===== src/rtl/control_riego_if.sv =====
`default_nettype none
// ============================================================================
// Module   : control_riego_if
// Brief    : Sensor/pump-facing signal bundle of the watering-decision stage.
// Revision : 1.0
// ============================================================================
interface control_riego_if;
    logic       MODsensor;
    logic [6:0] humedad;
    logic       humedad_valida;
    logic       bomba_activa;
    logic       regar;
    logic [6:0] humedad_prom;
    logic       error_sensor;
    logic       error_bomba;
    logic [1:0] estado;

    modport master (
        output MODsensor, humedad, humedad_valida, bomba_activa,
        input  regar, humedad_prom, error_sensor, error_bomba, estado
    );

    modport slave (
        input  MODsensor, humedad, humedad_valida, bomba_activa,
        output regar, humedad_prom, error_sensor, error_bomba, estado
    );
endinterface
`default_nettype wire


===== src/rtl/control_riego.sv =====
`default_nettype none
// ============================================================================
// Module   : control_riego
// Brief    : Averages groups of four humidity samples, requests watering
//            below the dry threshold and enforces a soak lock-out afterwards.
// Revision : 1.0
// ============================================================================
module control_riego #(
    parameter int unsigned UMBRAL         = 20,
    parameter int unsigned ACK_CICLOS     = 16,
    parameter logic [63:0] TIMEOUT_CICLOS = 64'd100_000_000,
    parameter logic [63:0] ESPERA_CICLOS  = 64'd15_000_000_000
) (
    input  wire logic      clk,
    input  wire logic      rst,
    control_riego_if.slave bus
);

    typedef enum logic [1:0] {
        MUESTREO  = 2'd0,
        SOLICITAR = 2'd1,
        REGANDO   = 2'd2,
        ESPERA    = 2'd3
    } estado_t;

    localparam logic [6:0] c_umbral = 7'(UMBRAL);

    estado_t     r_estado, w_estado;
    logic [8:0]  r_sum, w_sum;
    logic [1:0]  r_cnt, w_cnt;
    logic [63:0] r_tout, w_tout;
    logic [31:0] r_ack, w_ack;
    logic [63:0] r_espera, w_espera;
    logic        r_regar, w_regar;
    logic [6:0]  r_prom, w_prom;
    logic        r_err_s, w_err_s;
    logic        r_err_b, w_err_b;
    logic [8:0]  w_total;
    logic [6:0]  w_avg;

    always_ff @(posedge clk or posedge rst) begin
        if (rst) begin
            r_estado <= MUESTREO;
            r_sum    <= '0;
            r_cnt    <= '0;
            r_tout   <= '0;
            r_ack    <= '0;
            r_espera <= '0;
            r_regar  <= 1'b0;
            r_prom   <= '0;
            r_err_s  <= 1'b0;
            r_err_b  <= 1'b0;
        end else begin
            r_estado <= w_estado;
            r_sum    <= w_sum;
            r_cnt    <= w_cnt;
            r_tout   <= w_tout;
            r_ack    <= w_ack;
            r_espera <= w_espera;
            r_regar  <= w_regar;
            r_prom   <= w_prom;
            r_err_s  <= w_err_s;
            r_err_b  <= w_err_b;
        end
    end

    always_comb begin
        w_estado = r_estado;
        w_sum    = r_sum;
        w_cnt    = r_cnt;
        w_tout   = r_tout;
        w_ack    = r_ack;
        w_espera = r_espera;
        w_regar  = r_regar;
        w_prom   = r_prom;
        w_err_s  = r_err_s;
        w_err_b  = r_err_b;
        // Three accepted samples never exceed 300, so 9 bits hold the group sum.
        w_total  = r_sum + {2'b00, bus.humedad};
        w_avg    = w_total[8:2];

        case (r_estado)
            MUESTREO: begin
                w_regar = 1'b0;
                if (!bus.MODsensor) begin
                    w_sum  = '0;
                    w_cnt  = '0;
                    w_tout = '0;
                end else if (bus.humedad_valida) begin
                    if (bus.humedad > 7'd100) begin
                        w_err_s = 1'b1;
                    end else begin
                        w_err_s = 1'b0;
                        w_tout  = '0;
                        if (r_cnt == 2'd3) begin
                            w_prom = w_avg;
                            w_sum  = '0;
                            w_cnt  = '0;
                            if (w_avg < c_umbral) begin
                                w_estado = SOLICITAR;
                                w_regar  = 1'b1;
                                w_ack    = '0;
                            end
                        end else begin
                            w_sum = w_total;
                            w_cnt = r_cnt + 2'd1;
                        end
                    end
                end else if (r_tout + 64'd1 == TIMEOUT_CICLOS) begin
                    w_err_s = 1'b1;
                    w_sum   = '0;
                    w_cnt   = '0;
                    w_tout  = '0;
                end else begin
                    w_tout = r_tout + 64'd1;
                end
            end

            SOLICITAR: begin
                w_regar = 1'b1;
                if (!bus.MODsensor) begin
                    w_estado = MUESTREO;
                    w_regar  = 1'b0;
                    w_sum    = '0;
                    w_cnt    = '0;
                    w_tout   = '0;
                end else if (bus.bomba_activa) begin
                    // An ack on the same edge as the deadline still counts.
                    w_estado = REGANDO;
                    w_regar  = 1'b0;
                end else if (r_ack + 32'd1 == ACK_CICLOS) begin
                    w_err_b  = 1'b1;
                    w_regar  = 1'b0;
                    w_estado = MUESTREO;
                end else begin
                    w_ack = r_ack + 32'd1;
                end
            end

            REGANDO: begin
                w_regar = 1'b0;
                if (!bus.bomba_activa) begin
                    w_estado = ESPERA;
                    w_espera = ESPERA_CICLOS;
                end
            end

            ESPERA: begin
                w_regar = 1'b0;
                if (r_espera <= 64'd1) begin
                    w_estado = MUESTREO;
                    w_sum    = '0;
                    w_cnt    = '0;
                    w_tout   = '0;
                end else begin
                    w_espera = r_espera - 64'd1;
                end
            end

            default: begin
                w_estado = MUESTREO;
                w_regar  = 1'b0;
            end
        endcase
    end

    assign bus.regar        = r_regar;
    assign bus.humedad_prom = r_prom;
    assign bus.error_sensor = r_err_s;
    assign bus.error_bomba  = r_err_b;
    assign bus.estado       = r_estado;

endmodule
`default_nettype wire


===== src/flat_wrapper.sv =====
// flat-port wrapper written by rule: the top's interface ports become plain ports
module control_riego_flat 
#(
    parameter int unsigned UMBRAL         = 20,
    parameter int unsigned ACK_CICLOS     = 16,
    parameter logic [63:0] TIMEOUT_CICLOS = 64'd100_000_000,
    parameter logic [63:0] ESPERA_CICLOS  = 64'd15_000_000_000
)
  (clk, rst, bus_MODsensor, bus_humedad, bus_humedad_valida, bus_bomba_activa, bus_regar, bus_humedad_prom, bus_error_sensor, bus_error_bomba, bus_estado);
  control_riego_if bus_i ();
  input  wire logic clk;
  input  wire logic rst;
  input wire logic [$bits(bus_i.MODsensor)-1:0] bus_MODsensor;
  input wire logic [$bits(bus_i.humedad)-1:0] bus_humedad;
  input wire logic [$bits(bus_i.humedad_valida)-1:0] bus_humedad_valida;
  input wire logic [$bits(bus_i.bomba_activa)-1:0] bus_bomba_activa;
  output wire logic [$bits(bus_i.regar)-1:0] bus_regar;
  output wire logic [$bits(bus_i.humedad_prom)-1:0] bus_humedad_prom;
  output wire logic [$bits(bus_i.error_sensor)-1:0] bus_error_sensor;
  output wire logic [$bits(bus_i.error_bomba)-1:0] bus_error_bomba;
  output wire logic [$bits(bus_i.estado)-1:0] bus_estado;
  assign bus_i.MODsensor = bus_MODsensor;
  assign bus_i.humedad = bus_humedad;
  assign bus_i.humedad_valida = bus_humedad_valida;
  assign bus_i.bomba_activa = bus_bomba_activa;
  assign bus_regar = bus_i.regar;
  assign bus_humedad_prom = bus_i.humedad_prom;
  assign bus_error_sensor = bus_i.error_sensor;
  assign bus_error_bomba = bus_i.error_bomba;
  assign bus_estado = bus_i.estado;
  control_riego #(.UMBRAL(UMBRAL), .ACK_CICLOS(ACK_CICLOS), .TIMEOUT_CICLOS(TIMEOUT_CICLOS), .ESPERA_CICLOS(ESPERA_CICLOS)) u_core (.clk(clk), .rst(rst), .bus(bus_i));
endmodule

===== config.mk =====
export PLATFORM = sky130hd
export DESIGN_NAME = control_riego_flat
export DESIGN_NICKNAME = d
export VERILOG_FILES = /design/src/rtl/control_riego_if.sv /design/src/rtl/control_riego.sv /design/src/flat_wrapper.sv
export SDC_FILE = /design/constraint.sdc
export NUM_CORES = 1
export LEC_CHECK = 0
export ABC_AREA = 1
export CORE_MARGIN = 4
export CORE_UTILIZATION = 25
export CTS_BUF_LIST = sky130_fd_sc_hd__clkbuf_2 sky130_fd_sc_hd__clkbuf_4 sky130_fd_sc_hd__clkbuf_8
export DETAILED_ROUTE_END_ITERATION = 12
export GPL_TIMING_DRIVEN = 1
export HOLD_SLACK_MARGIN = 0.08
export MAX_ROUTING_LAYER = met4
export SYNTH_ARGS = -nofsm -noshare
export SYNTH_HDL_FRONTEND = slang
export SYNTH_SLANG_ARGS = --single-unit

===== constraint.sdc =====
create_clock -name clk -period 18.34 [get_ports clk]
set_clock_uncertainty 0.2 [all_clocks]
set_input_delay 4.585 -clock clk [delete_from_list [all_inputs] [get_ports clk]]
set_output_delay 4.585 -clock clk [all_outputs]
set_load 0.02 [all_outputs]

# Yosys cells after proc, flatten, opt, wreduce, memory -nomap -nowiden
# Cells that the tools add are included.
# Widths: inputs -> output; s select.
totals:
  register_bits: 183
  input_bits: 12
  output_inout_bits: 12
  elab_cells: 112
op_classes:
  n_addsub: 5
  n_lt_le_gt_ge: 3
  n_eq_ne: 21
  mux: 57
  bitwise: 2
  reduce_logical: 14
ops:
  columns: ["operator", "count"]
  rows:
  - ["$mux 64", 8]
  - ["$mux 32", 8]
  - ["$pmux 64 s3", 1]
  - ["$pmux 64 s2", 1]
  - ["$add 64x1->64 const B", 1]
  - ["$eq 64x27->1 const B", 1]
  - ["$le 64x1->1 const B", 1]
  - ["$pmux 32 s2", 1]
  - ["$sub 64x1->64 const B", 1]
  - ["$mux 9", 7]
  - ["$add 32x1->32 const B", 1]
  - ["$eq 32x5->1 const B", 1]
  - ["$mux 2", 16]
  - ["$pmux 9 s3", 1]
  - ["$ne 2x2->1 const B", 9]
  - ["$mux 1", 11]
  - ["$reduce_and 5->1", 2]
  - ["$add 9x7->9", 1]
  - ["$reduce_and 9->1", 1]
  - ["$ne 4x3->1 const B", 2]
  - ["$pmux 2 s4", 1]
  - ["$reduce_and 4->1", 2]
  - ["$reduce_and 8->1", 1]
  - ["$gt 7x7->1 const B", 1]
  - ["other kinds (14)", 22]

# Longest topological paths before layout
# Gate-level depths: netlist (run 1).
depth:
  ltp_word: 8
  ltp_mapped: 21
  depth_no_buf: 20

# Worst setup path after synthesis (run 1)
# No wires, ideal clock.
synth_path:
  kind: "in2reg"
  from: "input port bus_humedad[0]"
  to: "register u_core.r_ack[0]"
  setup_time_ns: 0.067
  arrival_ns: 6.757
  required_ns: 18.073
  slack_ns: 11.316
  cell_stages: 13
  path_buffers: 1
  path_cell_list: "ha_1 -> fa_1 -> nand3_1 -> nand2_1 -> a21oi_1 -> o21ai_0 -> nand2_1 -> xor2_1 -> nand3_1 -> o22ai_1 -> clkbuf_1 -> nand4_1 -> nand2_1"
synth_between:
  elab_chain_len: 4
  word_cells_on_any_way: 6
  cone_classes: "add/sub (1); order compare (2); eq/ne (2); reduce/logical (1)"
synth_rtl:
  columns: ["element", "line", "text"]
  rows:
  - ["start: declaration", "flat_wrapper.sv:14", "input wire logic [$bits(bus_i.humedad)-1:0] bus_humedad;"]
  - ["$add 9x7->9", "control_riego.sv:79", "w_total = r_sum + {2'b00, bus.humedad};"]
  - ["$lt 7x5->1", "control_riego.sv:99", "if (w_avg < c_umbral) begin"]
  - ["$ne 2x1->1 (no line)", null, null]
  - ["$reduce_and 9->1 (no line) (*)", null, null]
  - ["end signal: assignment", "control_riego.sv:58", "r_ack <= w_ack;"]
  - ["end: declaration", "control_riego.sv:32", "logic [31:0] r_ack, w_ack;"]
# Every way passes the cells marked *; elsewhere a longest branch is shown, timed or not.
# A chain may end at the register's enable or synchronous reset.

# Worst setup path after layout (run 1)
layout_path:
  from: "input port bus_humedad[0]"
  to: "register u_core.r_ack[20]"
# Same word-level chain as after synthesis.

==> summary.txt, run 1 <==
Routing
  – 1st-pass router iterations: 5
  – Residual DRC count: 0
  – Vias/cell: 4.717
  – Drt initial violations: about 1100
  – Final ANT Viol Nets: 0
  – DR WL/cell: 13.93 um
  – Routed wire length: 35250 um
  – Via count: between 10000 and 15000

Timing
  – Final Hold Viols: 0
  – Worst-Margin Slew: 1026 ps
  – Fin Setup TNS: 0 ps
  – Rel. slew slack: 0.3157
  – Final setup fails: 0
  – Period utilisation layout: 0.4096
  – Peak Freq: between 0.1 and 0.15 GHz
  – Pins Over Slew Limit: 0
  – Fin worst setup slack: about 11000 ps
  – RSZ-0062 raised after global routing: false
  – Post-layout min period: approximately 7500 ps

Layout
  – Sequential cell area: roughly 4600 um^2
  – Final Instance Count excl. Fillers: around 2500
  – Share of layout cells above drive strength 1: 0.04075
  – Commonest cells after routing, fill and taps aside: nand2_1 (536), nor2_1 (322), inv_1 (227), dfrtp_1 (183), nand3_1 (92)
  – Fill cell count: ~5400
  – Nets@finish: about 1900
  – Finished Cell Area: between 10000 and 15000 um^2
  – Layout area overhead: 10.98%
  – Area of the multi-input gates: about 6700 um^2
  – Commonest non-fill, non-tap cell in the layout: nand2_1

CTS
  – CTS tree: built
  – Setup Fix Bufs, Post-CTS: 0
  – Resized cells post-CTS: 0
  – CTS H-tree lvls: 4
  – CTS clk-pin slew, worst paths: around 100 ps
  – Clock Latency Late Sink: roughly 510 ps
  – CTS max path bufs: 2
  – CTS Buf Count: 17
  – Clk sinks: 183
  – Root Driver: clkbuf_8
  – Hold buffers post-CTS: 0

Placement
  – Post-DP Area: approximately 13000 um^2
  – HPWL Detailed: between 20000 and 30000 um
  – Global placer's final weighted congestion: 0.9144
  – Post-Place Worst Slack: roughly 10000 ps
  – IO buf count: 23
  – Placed Cells: ~2500

Min path
  – Hold EP: u_core.r_cnt[1]
  – Worst hold path depth: 2
  – Min-delay src: u_core.r_cnt[1]
  – Min-Delay Path Class: reg2reg

Flow run
  – Max_cap viols: 0

Critical path
  – CP Data Required Time: around 19000 ps
  – Setup crit start kind: primary input
  – CP Buf/Inv Count: 3
  – CP cell instances: clkdlybuf4s50_1 -> ha_1 -> fa_1 -> nand3_1 -> nand2_1 -> a21oi_1 -> o21ai_0 -> nand2_1 -> xor2_1 -> nand3_1 -> o22ai_2 -> buf_4 -> o21ai_2 -> buf_4 -> nand2_1 -> nand2_1
  – Largest fanout on the critical path: 33
  – Setup Crit Path Kind: in2reg
  – Critical Path AT: between 7000 and 8000 ps
  – R2r startpoint: u_core.r_tout[0]
  – Crit end category: register
  – Reg2reg end: u_core.r_sum[6]
  – Slowest cell on crit path: clkdlybuf4s50_1
  – Cell mode on critical path: nand2_1
  – R2R Setup Slk: 13890 ps
  – Crit path max-delay family: buffers and inverters
  – Slowest stage delay, CP: approximately 430 ps
  – Reg2Reg Depth: 19

Synth
  – Synth cell types: 42
  – Sequential fraction of the synthesis area: 0.3720
  – EDFF count, synth: 0
  – Yosys top cell by area: dfrtp_1
  – Post-synthesis async set-or-reset flop share: 1.000
  – Syn. warnings: 0
  – Synth Cell Area: roughly 12000 um^2
  – Syn Area/Cell: 6.662 um^2
  – Syn_nets: 1874
  – Area share of the leading cell type in the synthesized netlist: 0.3720
  – Top_reg_cell synth: dfrtp_1
  – Post-Syn Instances: 1848
  – Top post-synthesis cells by area: dfrtp_1 (37%), nand2_1 (16%), nor2_1 (9.8%), inv_1 (7.0%), nand3_1 (3.7%)
  – Flop and latch count out of synthesis: roughly 180

Global routing
  – Pin count of the biggest net entering global routing: 110
  – Antenna violations before repair: 1
  – Vias in the first global route: 11482
  – First-pass GRT wire length: 58670 um
  – Total gr overflow: 0
  – GRT Util Overall: 0.1376

Die
  – Core area: ~49000 um^2
  – Full die area: roughly 53000 um^2
  – Die Height: 229.9 um
  – Top-Level Pins: 24
  – Starting Density: 0.2520
  – FP Rows: between 80 and 90
  – Die W: around 230 um

Power and ir drop
  – Leak pwr: roughly 7.2 nW
  – Pwr Total: 0.8865 mW
  – VDD IR max: roughly 0.04 mV
  – Pwr dens: roughly 65 nW/um^2

Outcome
  – Outcome: finished clean
flip-flops by register name, indices dropped and copies added, names as in the netlist, named ones only:
name	count
u_core.r_tout	64
u_core.bus.estado	1
u_core.bus.error_sensor	1
u_core.r_ack	32
u_core.bus.humedad_prom	7
u_core.bus.error_bomba	1
u_core.r_cnt	2
u_core.r_espera	64
u_core.r_sum	9
u_core.bus.regar	1
final cells by class:
class	instances	area share
antenna	1	0.0001832
clock buffer	19	0.01914
clock inverter	11	0.01264
inverter	231	0.06401
multi-input combinational	1390	0.4868
sequential	183	0.3352
tap	664	0.06081
timing repair buffer	31	0.02125
power breakdown:
group | switching (mW) | internal, mW | leakage, nW
clock | 0.158 | 0.155 | 0.218
combinational | 0.102 | 0.0377 | 4.82
sequential | 0.0159 | 0.418 | 2.16
total | 0.276 | 0.611 | 7.20
cell families after synthesis:
logic type,Yosys count,synth area share
AOI/OAI and AO/OA,190,0.08872
buffers and inverters,275,0.08851
xor gates and xnor gates,70,0.05041
DFF,183,0.3720
and+or+nand+nor,1116,0.3856
adders and majority gates,14,0.01484
metrics by stage:
stage,hold WS [ps],util
5_1_grt,318.8,0.2797
6_report,291.7,0.2797
2_1_floorplan,245.9,-
3_3_place_gp,259.0,0.2708
4_1_cts,293.9,0.2796
3_5_place_dp,269.2,0.2708
worst max path at each step:
stage | from | end | slack [ps] | cells after the start
floorplan | rst | asynchronous set/reset pin | 8580 | 1
global placement | bus_humedad[0] | u_core.r_ack[6] | 10450 | 16
detailed placement | bus_humedad[0] | u_core.r_ack[10] | 10390 | 16
CTS | bus_humedad[0] | u_core.r_ack[20] | 10910 | 16
global route | bus_humedad[0] | u_core.r_ack[27] | 10650 | 16
finish | bus_humedad[0] | u_core.r_ack[20] | 10830 | 16
tightest hold or removal path, cell delays in order, from the launching register on:
cell,delay [ps]
dfrtp_1,370
nand2_1,50
nand2_1,50
Yosys cell counts, types with 2 or more instances:
cell      instances
xnor2_1          26
or2_2             2
nand3_2           2
nor3_1           35
o31ai_1          19
o21ai_1           5
nand2_1         536
ha_1             13
buf_6             3
buf_4             8
nor2_2            9
nand2_2           7
o21a_1            3
nor3b_1           2
nand3b_1          6
nor2_1          323
clkbuf_1         29
a31oi_1           3
nor2_4            9
xor2_1           43
inv_1           229
nor4_1           17
o21ai_0          63
nand3_1          92
dfrtp_1         183
and2_1            2
buf_2             3
nand4_1          70
a21oi_1          36
o22ai_1          58
per-layer routing:
metal  vias up  share of wire  GRT usage  wire (um)
met1      5640           0.49     0.1907      17340
li1       5965              -          -          -
met2       276           0.45     0.2117      15760
met5         -              0          -          0
met3        52          0.046    0.01858       1605
met4         0          0.016    0.03800        551
Note: power is estimated with default switching activity, not from simulation.
==> run 2, diff against run 1 <==
==> constraint.sdc (replaced) <==
create_clock -name clk -period 7 [get_ports clk]
set_clock_uncertainty 0.2 [all_clocks]
set_input_delay 1.75 -clock clk [delete_from_list [all_inputs] [get_ports clk]]
set_output_delay 1.75 -clock clk [all_outputs]
set_load 0.02 [all_outputs]
==> run 2 against run 1 <==
Against the previous run:
- die area unchanged
- worst setup slack worse by 8500 ps
- cell count about the same
- clock power up 130%
- non-clock buffer count up 1
- first-iteration DRC count down 5.3%
- sequential cell count unchanged
- design area down 0.37%
- total power rose to 2.5 times the previous value
- largest cell class unchanged
- largest power group unchanged
==> summary.txt, run 2 (synthesis gave the netlist of run 1 again) <==
Outcome
  – Outcome: finished clean

Timing
  – Period utilisation layout: 0.6686
  – Pins Over Slew Limit: 0 (unchanged)
  – RSZ-0062 raised after global routing: false
  – Rel. slew slack: 0.3442 (+0.02847)
  – Worst-Margin Slew: 982.6 ps (-43.78 ps)
  – Fin Setup TNS: 0 ps (unchanged)
  – Final setup fails: 0 (unchanged)
  – Post-layout min period: approximately 4700 ps
  – WHS: 289.5 ps (-2.163 ps)
  – Final Hold Viols: 0 (unchanged)
  – Peak Freq: ~0.21 GHz

Power and ir drop
  – VDD IR max: 0.1163 mV (+190%)
  – Pwr dens: 164.3 nW/um^2 (+150%)
  – Reg power frac: 0.509 (+0.020)
  – Leak pwr: 7.175 nW (-0.35%)
  – Int Pwr: 1.507 mW (+150%)
  – Psw: 0.7298 mW (+160%)
  – Switching power share of the total: 0.3262 (+0.01496)
  – Pwr Total: 2.237 mW (+150%)
  – Comb pwr share: 0.164 (+0.006)
  – Clock network power share: 0.327 (-0.026)

Layout
  – Final Util: 0.2787 (-0.001025)
  – Top flop regs: u_core.r_espera: 64 flops, u_core.r_tout: 64 flops, u_core.r_ack: 32 flops
  – Commonest cells after routing, fill and taps aside: nand2_1 (536), nor2_1 (322), inv_1 (227), dfrtp_1 (183), nand3_1 (92)
  – Finished Cell Area: 13610 um^2 (-0.37%)
  – Commonest non-fill, non-tap cell in the layout: nand2_1
  – Nets@finish: 1881 (+0.053%)
  – Share of layout cells above drive strength 1: 0.04126 (+0.0005141)
  – Layout area overhead: 10.57%
  – Fill cell count: 5408 (-0.61%)

Die
  – Starting Density: 0.2520 (unchanged)
  – FP Rows: 81 (unchanged)
  – Core area: 48850 um^2 (unchanged)
  – Die Height: 229.9 um (unchanged)
  – Top-Level Pins: 24 (unchanged)
  – Die W: 229.9 um (unchanged)
  – Full die area: 52860 um^2 (unchanged)

Routing
  – DR WL/cell: 13.65 um (-2.0%)
  – Routed wire length: 34560 um (-2.0%)
  – Final ANT Viol Nets: 0 (unchanged)
  – Residual DRC count: 0 (unchanged)
  – 1st-pass router iterations: 6 (+1)
  – Vias/cell: 4.637 (-1.7%)
  – Drt initial violations: 995 (-5.3%)
  – Via count: 11735 (-1.7%)

Global routing
  – Pin count of the biggest net entering global routing: 96 (-13%)
  – Total gr overflow: 0 (unchanged)
  – Vias in the first global route: 11339 (-1.2%)
  – First-pass GRT wire length: 57280 um (-2.4%)
  – GRT Util Overall: 0.1349 (-0.002708)
  – Antenna violations before repair: 0 (-1)

CTS
  – Clock Latency Late Sink: 520 ps (about the same)
  – Root Driver: clkbuf_8
  – Hold buffers post-CTS: 0 (unchanged)
  – CTS Buf Count: 17 (unchanged)
  – CTS H-tree lvls: 4 (unchanged)
  – Resized cells post-CTS: 0 (unchanged)
  – Setup Fix Bufs, Post-CTS: 0 (unchanged)
  – CTS max path bufs: 2 (unchanged)
  – CTS tree: built
  – Clk sinks: 183 (unchanged)
  – CTS clk-pin slew, worst paths: 90 ps (about the same)

Placement
  – Post-DP Area: 13230 um^2 (about the same)
  – Global placer's final weighted congestion: 0.9231 (+0.95%)
  – HPWL Detailed: 25750 um (-0.91%)
  – IO buf count: 23 (unchanged)

Critical path
  – Crit end category: register
  – CP Data Required Time: 7190 ps (-11330 ps)
  – Largest fanout on the critical path: 33 (unchanged)
  – R2R Setup Slk: 2960 ps (-10930 ps)
  – Reg2reg end: u_core.r_tout[18]
  – Reg2Reg Depth: 17 (-2)
  – R2r startpoint: u_core.r_tout[0]
  – Setup Crit Path Kind: in2reg
  – Setup crit start kind: primary input
  – Critical Path AT: 4870 ps (-2820 ps)

Min path
  – Min-Delay Path Class: reg2reg
  – Min-delay src: u_core.r_sum[5]
  – Hold EP: u_core.r_sum[5]
  – Worst hold path depth: 2 (unchanged)

Flow run
  – Max_cap viols: 0 (unchanged)
-- run 2: cell types whose count changed in the layout (fill, tap and decap cells not counted) --
cell        delta
clkbuf_4       +1
clkinv_2       -1
inv_6          +1
buf_4          +1
clkbuf_8       +1
clkinvlp_4     +1
bufinv_16      -3
-- run 2: worst max path at each step --
stage / startpoint / endpoint / slack (ps) / depth (start not counted)
global route: bus_humedad[0] / u_core.r_ack[30] / 2070 / 16
CTS: bus_humedad[0] / u_core.r_ack[30] / 2390 / 16
finish: bus_humedad[0] / u_core.r_ack[30] / 2320 / 16
floorplan: rst / asynchronous set/reset pin / 80 / 1
detailed placement: bus_humedad[0] / u_core.r_ack[30] / 1850 / 16
global placement: bus_humedad[0] / u_core.r_ack[3] / 1940 / 16
-- run 2: routing by layer --
layer,up-vias,wire length [um],GRT usage
met5,-,0,-
met3,31,1517,0.01833
met2,261,15820,0.2139
met1,5476,16700,0.1811
li1,5967,-,-
met4,0,520,0.03837
-- run 2: per-stage QoR --
step	setup WS [ps]	std cells
final	2320	2531
after global routing	2068	2530
after CTS	2388	2530
after detailed placement	1848	2500
after global placement	1945	2500
after floorplan	77.98	1848
-- run 2: power groups by stage --
stage | Combinational, mW | Clock, mW | Sequential [mW]
6_report | 0.366 | 0.733 | 1.14
3_5_place_dp | 0.370 | 0 | 1.16
2_1_floorplan | 0.263 | 0 | 1.15
3_3_place_gp | 0.364 | 0 | 1.16
5_1_grt | 0.419 | 0.796 | 1.15
4_1_cts | 0.371 | 0.758 | 1.14
-- run 2: area by class of cell --
type / count / area [um^2] / share of cell area
inverter: 231 / 874.6 / 0.06425
clock inverter: 9 / 93.84 / 0.006893
tap: 664 / 830.8 / 0.06103
clock buffer: 21 / 282.8 / 0.02077
sequential: 183 / 4579 / 0.3364
multi-input combinational: 1390 / 6651 / 0.4886
antenna: 1 / 2.502 / 0.0001838
timing repair buffer: 32 / 297.8 / 0.02187
-- run 2: worst max-delay path, cell delays in order --
cell             delay, ps
clkdlybuf4s50_1        430
ha_1                   240
fa_1                   400
nand3_1                 90
nand2_1                 90
a21oi_1                220
o21ai_0                120
nand2_1                 80
xor2_1                 210
nand3_1                200
o22ai_2                150
buf_4                  370
o21ai_2                 90
buf_4                  260
nand2_1                100
nand2_1                 50
